## src/rtl/synth_combiner.sv

```systemverilog
// synth_combiner: serial synthesis combiner for the 16-band filterbank.
// It latches one frame of 16 subband samples (sfix35_En32) when sample_valid is
// seen in IDLE. It then accumulates frame[k]*gain[k] over 16 enabled cycles
// using a single multiplier. Finally it emits one rounded sfix14_En12 sample.
//
// Build option: define SYNTH_SAT_EN to saturate the output to [-8192, 8191].
// When it is undefined, the output wraps (low 14 bits of the shifted value).
//
// Ports:
//   clock        system clock, rising edge
//   reset        synchronous, active-high
//   clk_enable   qualifies all state/counter/output updates (not gain writes)
//   sample_valid frame strobe; subband_in valid this cycle
//   subband_in   16 x 35-bit signed subband samples, band 0..15
//   gain_we      gain table write strobe (ungated by clk_enable)
//   gain_addr    band index to write
//   gain_data    signed gain, sfix16_En14
//   filter_out   reconstructed sample, sfix14_En12
//   out_valid    one-enabled-cycle pulse when filter_out updates
//   busy         high while accumulating or emitting
//   overrun      sticky: strobe arrived while busy
module synth_combiner #(
  parameter int NBANDS     = 16,
  parameter int GAIN_RESET = 16384
) (
  input  logic                    clock,
  input  logic                    reset,
  input  logic                    clk_enable,
  input  logic                    sample_valid,
  input  logic [NBANDS-1:0][34:0] subband_in,
  input  logic                    gain_we,
  input  logic [3:0]              gain_addr,
  input  logic [15:0]             gain_data,
  output logic [13:0]             filter_out,
  output logic                    out_valid,
  output logic                    busy,
  output logic                    overrun
);

  typedef enum logic [1:0] {IDLE, ACC, OUT} state_t;

  state_t             state;
  logic signed [34:0] frame [NBANDS];
  logic signed [15:0] gain  [NBANDS];
  logic signed [54:0] acc;
  logic [3:0]         idx;

  logic signed [50:0] product;
  logic signed [55:0] rounded;
  logic signed [21:0] shifted;
  logic [13:0]        requant;

  // The gain is read from the register, so a write landing on the same edge
  // as its use is not yet visible. The old value is used.
  assign product = frame[idx] * gain[idx];

  // Round half up at bit 33, then drop 34 fraction bits (En46 -> En12).
  assign rounded = {acc[54], acc} + 56'sd8589934592;
  assign shifted = rounded[55:34];

  always_comb begin
    requant = shifted[13:0];
`ifdef SYNTH_SAT_EN
    if (shifted > 22'sd8191)
      requant = 14'h1fff;
    else if (shifted < -22'sd8192)
      requant = 14'h2000;
`endif
  end

  always_ff @(posedge clock) begin
    if (reset) begin
      for (int unsigned i = 0; i < NBANDS; i++)
        gain[i] <= 16'(GAIN_RESET);
    end else if (gain_we) begin
      gain[gain_addr] <= gain_data;
    end
  end

  always_ff @(posedge clock) begin
    if (reset) begin
      state      <= IDLE;
      acc        <= '0;
      idx        <= '0;
      filter_out <= '0;
      out_valid  <= 1'b0;
      busy       <= 1'b0;
      overrun    <= 1'b0;
      for (int unsigned i = 0; i < NBANDS; i++)
        frame[i] <= '0;
    end else if (clk_enable) begin
      out_valid <= 1'b0;
      if (sample_valid && state != IDLE)
        overrun <= 1'b1;
      case (state)
        IDLE: begin
          if (sample_valid) begin
            for (int unsigned i = 0; i < NBANDS; i++)
              frame[i] <= subband_in[i];
            acc   <= '0;
            idx   <= '0;
            busy  <= 1'b1;
            state <= ACC;
          end
        end
        ACC: begin
          acc <= acc + 55'(product);
          idx <= idx + 4'd1;
          if (idx == 4'd15)
            state <= OUT;
        end
        OUT: begin
          filter_out <= requant;
          out_valid  <= 1'b1;
          busy       <= 1'b0;
          state      <= IDLE;
        end
        default: state <= IDLE;
      endcase
    end
  end

endmodule

```

## config.mk

```make
export PLATFORM = sky130hd
export DESIGN_NAME = synth_combiner
export DESIGN_NICKNAME = d
export VERILOG_FILES = /design/src/rtl/synth_combiner.sv
export SDC_FILE = /design/constraint.sdc
export NUM_CORES = 2
export LEC_CHECK = 0
export BUFFER_PORTS_ARGS = -buffer_cell sky130_fd_sc_hd__buf_2
export CORE_MARGIN = 2
export CORE_UTILIZATION = 25
export DETAILED_ROUTE_END_ITERATION = 10
export GPL_TIMING_DRIVEN = 0
export PLACE_DENSITY = 0.48
export SYNTH_ARGS = -nofsm -noshare
export SYNTH_HDL_FRONTEND = slang
export SYNTH_SLANG_ARGS = --single-unit
```

## constraint.sdc

```tcl
create_clock -name clock -period 19 [get_ports clock]
set_input_delay 0.95 -clock clock [delete_from_list [all_inputs] [get_ports clock]]
set_output_delay 0.95 -clock clock [all_outputs]
set_load 0.005 [all_outputs]
```

==> reports/metrics.csv <==
metric;value;unit
critical-path maximum fanout;10;
starting density of the core;0.251;
kind of critical path;reg2reg;
switching power total;5710;µW
number of setup violations in the final report;0;
clock latency at the later pin of the worst-skew pair;780;ps
setup repair after global routing missed its margin;no;
Hold Slack;454;ps
number of synthesis warnings;0;
minimum clock period after layout;13050;ps
post-route fraction of the period consumed by the critical path;0.687;
Die ar.;0.239;mm²
data required time at the worst endpoint;19580;ps
highest-count cells in the layout ignoring fill and taps;edfxtp_1, buf_2, inv_1;
switching power as a share of total power;0.475;
share of total power in combinational logic;0.645;
area share of the largest cell type after synthesis;0.416;
fill cell total of the finished layout;24400;
Pwr per Cell Area;172;mW/mm²
total of hold buffers inserted after clock tree synthesis;0;
Clock Tree Buf Depth;3;
Hold Path Origin;busy;
number of gates on the worst path with buffers counted;31;
Met3 Routed Length;16.6;mm
Post-synth ARST share;0;
predominant post-synthesis flop cell;edfxtp_1;
fraction of the yosys area taken by sequential cells;0.442;
leading cell type in the layout, fill and taps excluded;edfxtp_1;
CTS clk-pin slew, worst paths;70;ps
clock buffer count from CTS;95;
library cell occupying the most area in the post-synthesis netlist;edfxtp_1;
number of search-and-repair iterations in the first detailed-routing pass;6;
leakage;0.0294;µW
post-detailed-placement cell area;0.0665;mm²
max-slew violations;6;
worst supply voltage drop on vdd;0.320;mV
cell depth of the worst hold path;2;
transition at the pin with the smallest max-transition slack;1510;ps
clock tree from TritonCTS;built;
result of the run;finished with violations;
Boundary Pins;602;
library cell contributing the largest single delay on the critical path;a311oi_1;
relative contribution of sequential cells to total power;0.195;
Synthesized Nets;6020;
FP Rows;178;
total of buffers placed on input and output ports;601;
EDFF count, synth;816;
final WL;247;mm
Fin Clk Skew;104;ps
vias in the first global route;42900;
endpoints failing hold;0;
width of the die;489;µm
pin count of the biggest net entering global routing;68;
overall global routing resource usage;0.205;
Core Area;0.235;mm²
worst slew margin relative to its limit;-0.0161;
top post-synthesis cells by area;edfxtp_1, fa_1, mux4_2;
family of cells with the greatest summed delay on the critical path;compound AO/OA/AOI/OAI gates;
DR vias;41300;
maximum clock frequency;76.7;MHz
number of buffer and inverter stages on the critical path;10;
MaxCap Viol Count;1;
cell seen most often among critical-path stages;fa_1;
depth of the worst register-to-register path;31;
final cell area excluding filler cells;0.0698;mm²
Met1 Wirelength;103;mm
Final GP Congestion;0.930;
Max Used Layer;met5;
total gr overflow;0;
buffers inserted during post-CTS setup optimization;0;
initial antenna violation count;97;
layout cells sized above 1;0.205;
Vert. Die Dim;489;µm
netlist area before placement;0.0589;mm²
Clk pwr share;0.161;
Seq cells post-synth;891;
CP startpoint kind;flip-flop;
mean instance size in the synthesized netlist;12.4;µm²
detailed-placement wirelength estimate;199;mm
violations in the final reports;capacitance limit, slew limit;
global-route wire length before repair;342;mm
final net count;6747;
number of violations reported at the end of detailed-routing iteration 0;4404;
post-detailed-route DRC marker count;0;
area overhead of the layout relative to synthesis;18.5;%
Arr. time, crit path;13620;ps
cell-internal power;6310;µW
Unique masters post-synth;58;
cell count after synthesis;4753;
multi-input gate area in the final layout;0.0294;mm²
clock tree root buffer cell;clkbuf_16;
slowest stage delay, CP;1250;ps
number of gates given a new drive strength after cts;0;
Setup TNS;0;ps
final antenna-violating net count;0;
WL met2;116;mm
Sinks on Clock Net;891;
routed via count divided by cell count;4.71;
Reg area;0.0260;mm²
category of the worst setup path capture point;flip-flop;
CTS HTree Levels;3;
Routed wire per std cell;28.2;µm
worst hold path type;reg2reg;
==> cells in the mapped netlist (all sizes together), types with 24 or more instances <==
| cell type | count |
|---|---|
| mux4 | 218 |
| fa | 551 |
| a22oi | 26 |
| a21oi | 56 |
| edfxtp | 816 |
| o21a | 32 |
| a21o | 24 |
| dfxtp | 75 |
| and2 | 247 |
| mux2 | 33 |
| nor2 | 379 |
| mux2i | 34 |
| o21ai | 72 |
| nor2b | 224 |
| and3 | 365 |
| clkbuf | 224 |
| nand2 | 305 |
| buf | 65 |
| xnor2 | 55 |
| nand2b | 27 |
| ha | 131 |
| inv | 625 |
| a211oi | 24 |
==> metal layers <==
metal,GRT usage,vias up
met1,0.274,21600
met4,0.0822,48
met3,0.0323,372
met2,0.333,1702
met5,0,-
li1,-,17600
==> per-stage QoR <==
stage          setup WS [ps]  total power [µW]  instances  utilization
2_1_floorplan           9410              7830       4753            -
3_3_place_gp             994             10000       8504        0.280
3_5_place_dp            6190             10000       8533        0.283
4_1_cts                 6100             12000       8708        0.297
5_1_grt                 5750             13000       8752        0.297
6_report                5950             12000       8773        0.297
==> worst paths after layout <==
check | end | slack, ps
worst max-delay path | acc[47] | 5950
worst min-delay path | busy | 450
worst max register to register | acc[47] | 5950
worst min register to register | busy | 450
==> cell type report <==
type / count / share of cell area
sequential: 891 / 0.372
antenna: 65 / 0.00233
clock inverter: 56 / 0.00939
inverter: 626 / 0.0337
buffer: 289 / 0.0176
clock buffer: 119 / 0.0358
tap: 3150 / 0.0565
timing repair buffer: 630 / 0.0514
multi-input combinational: 2947 / 0.421
==> registers in the layout, indices dropped and copies added, names as in the netlist, named ones only <==
signal	count
filter_out	14
acc	48
state	2
idx	4
gain	256
overrun	1
frame	560
busy	1
out_valid	1
==> kinds of logic after synthesis <==
family          Yosys count  share of synthesized area
buf+inv                 915                     0.0605
flops                   891                      0.442
mux                     285                     0.0955
xor+xnor                 74                     0.0110
fa+ha+maj               682                      0.215
compound gates          292                     0.0344
simple gates           1614                      0.142
==> worst min-delay path, stage by stage (launching register included) <==
cell,delay (ps)
dfxtp_1,310
nand2_1,50
o21bai_1,50
==> power by group through the flow <==
stage	combinational [µW]	sequential (µW)	clock, µW
2_1_floorplan	5460	2370	0
3_3_place_gp	7640	2410	0
3_5_place_dp	7640	2380	0
4_1_cts	7690	2340	1970
5_1_grt	8670	2350	2030
6_report	7740	2340	1930
Note: power is estimated with default switching activity, not from simulation.
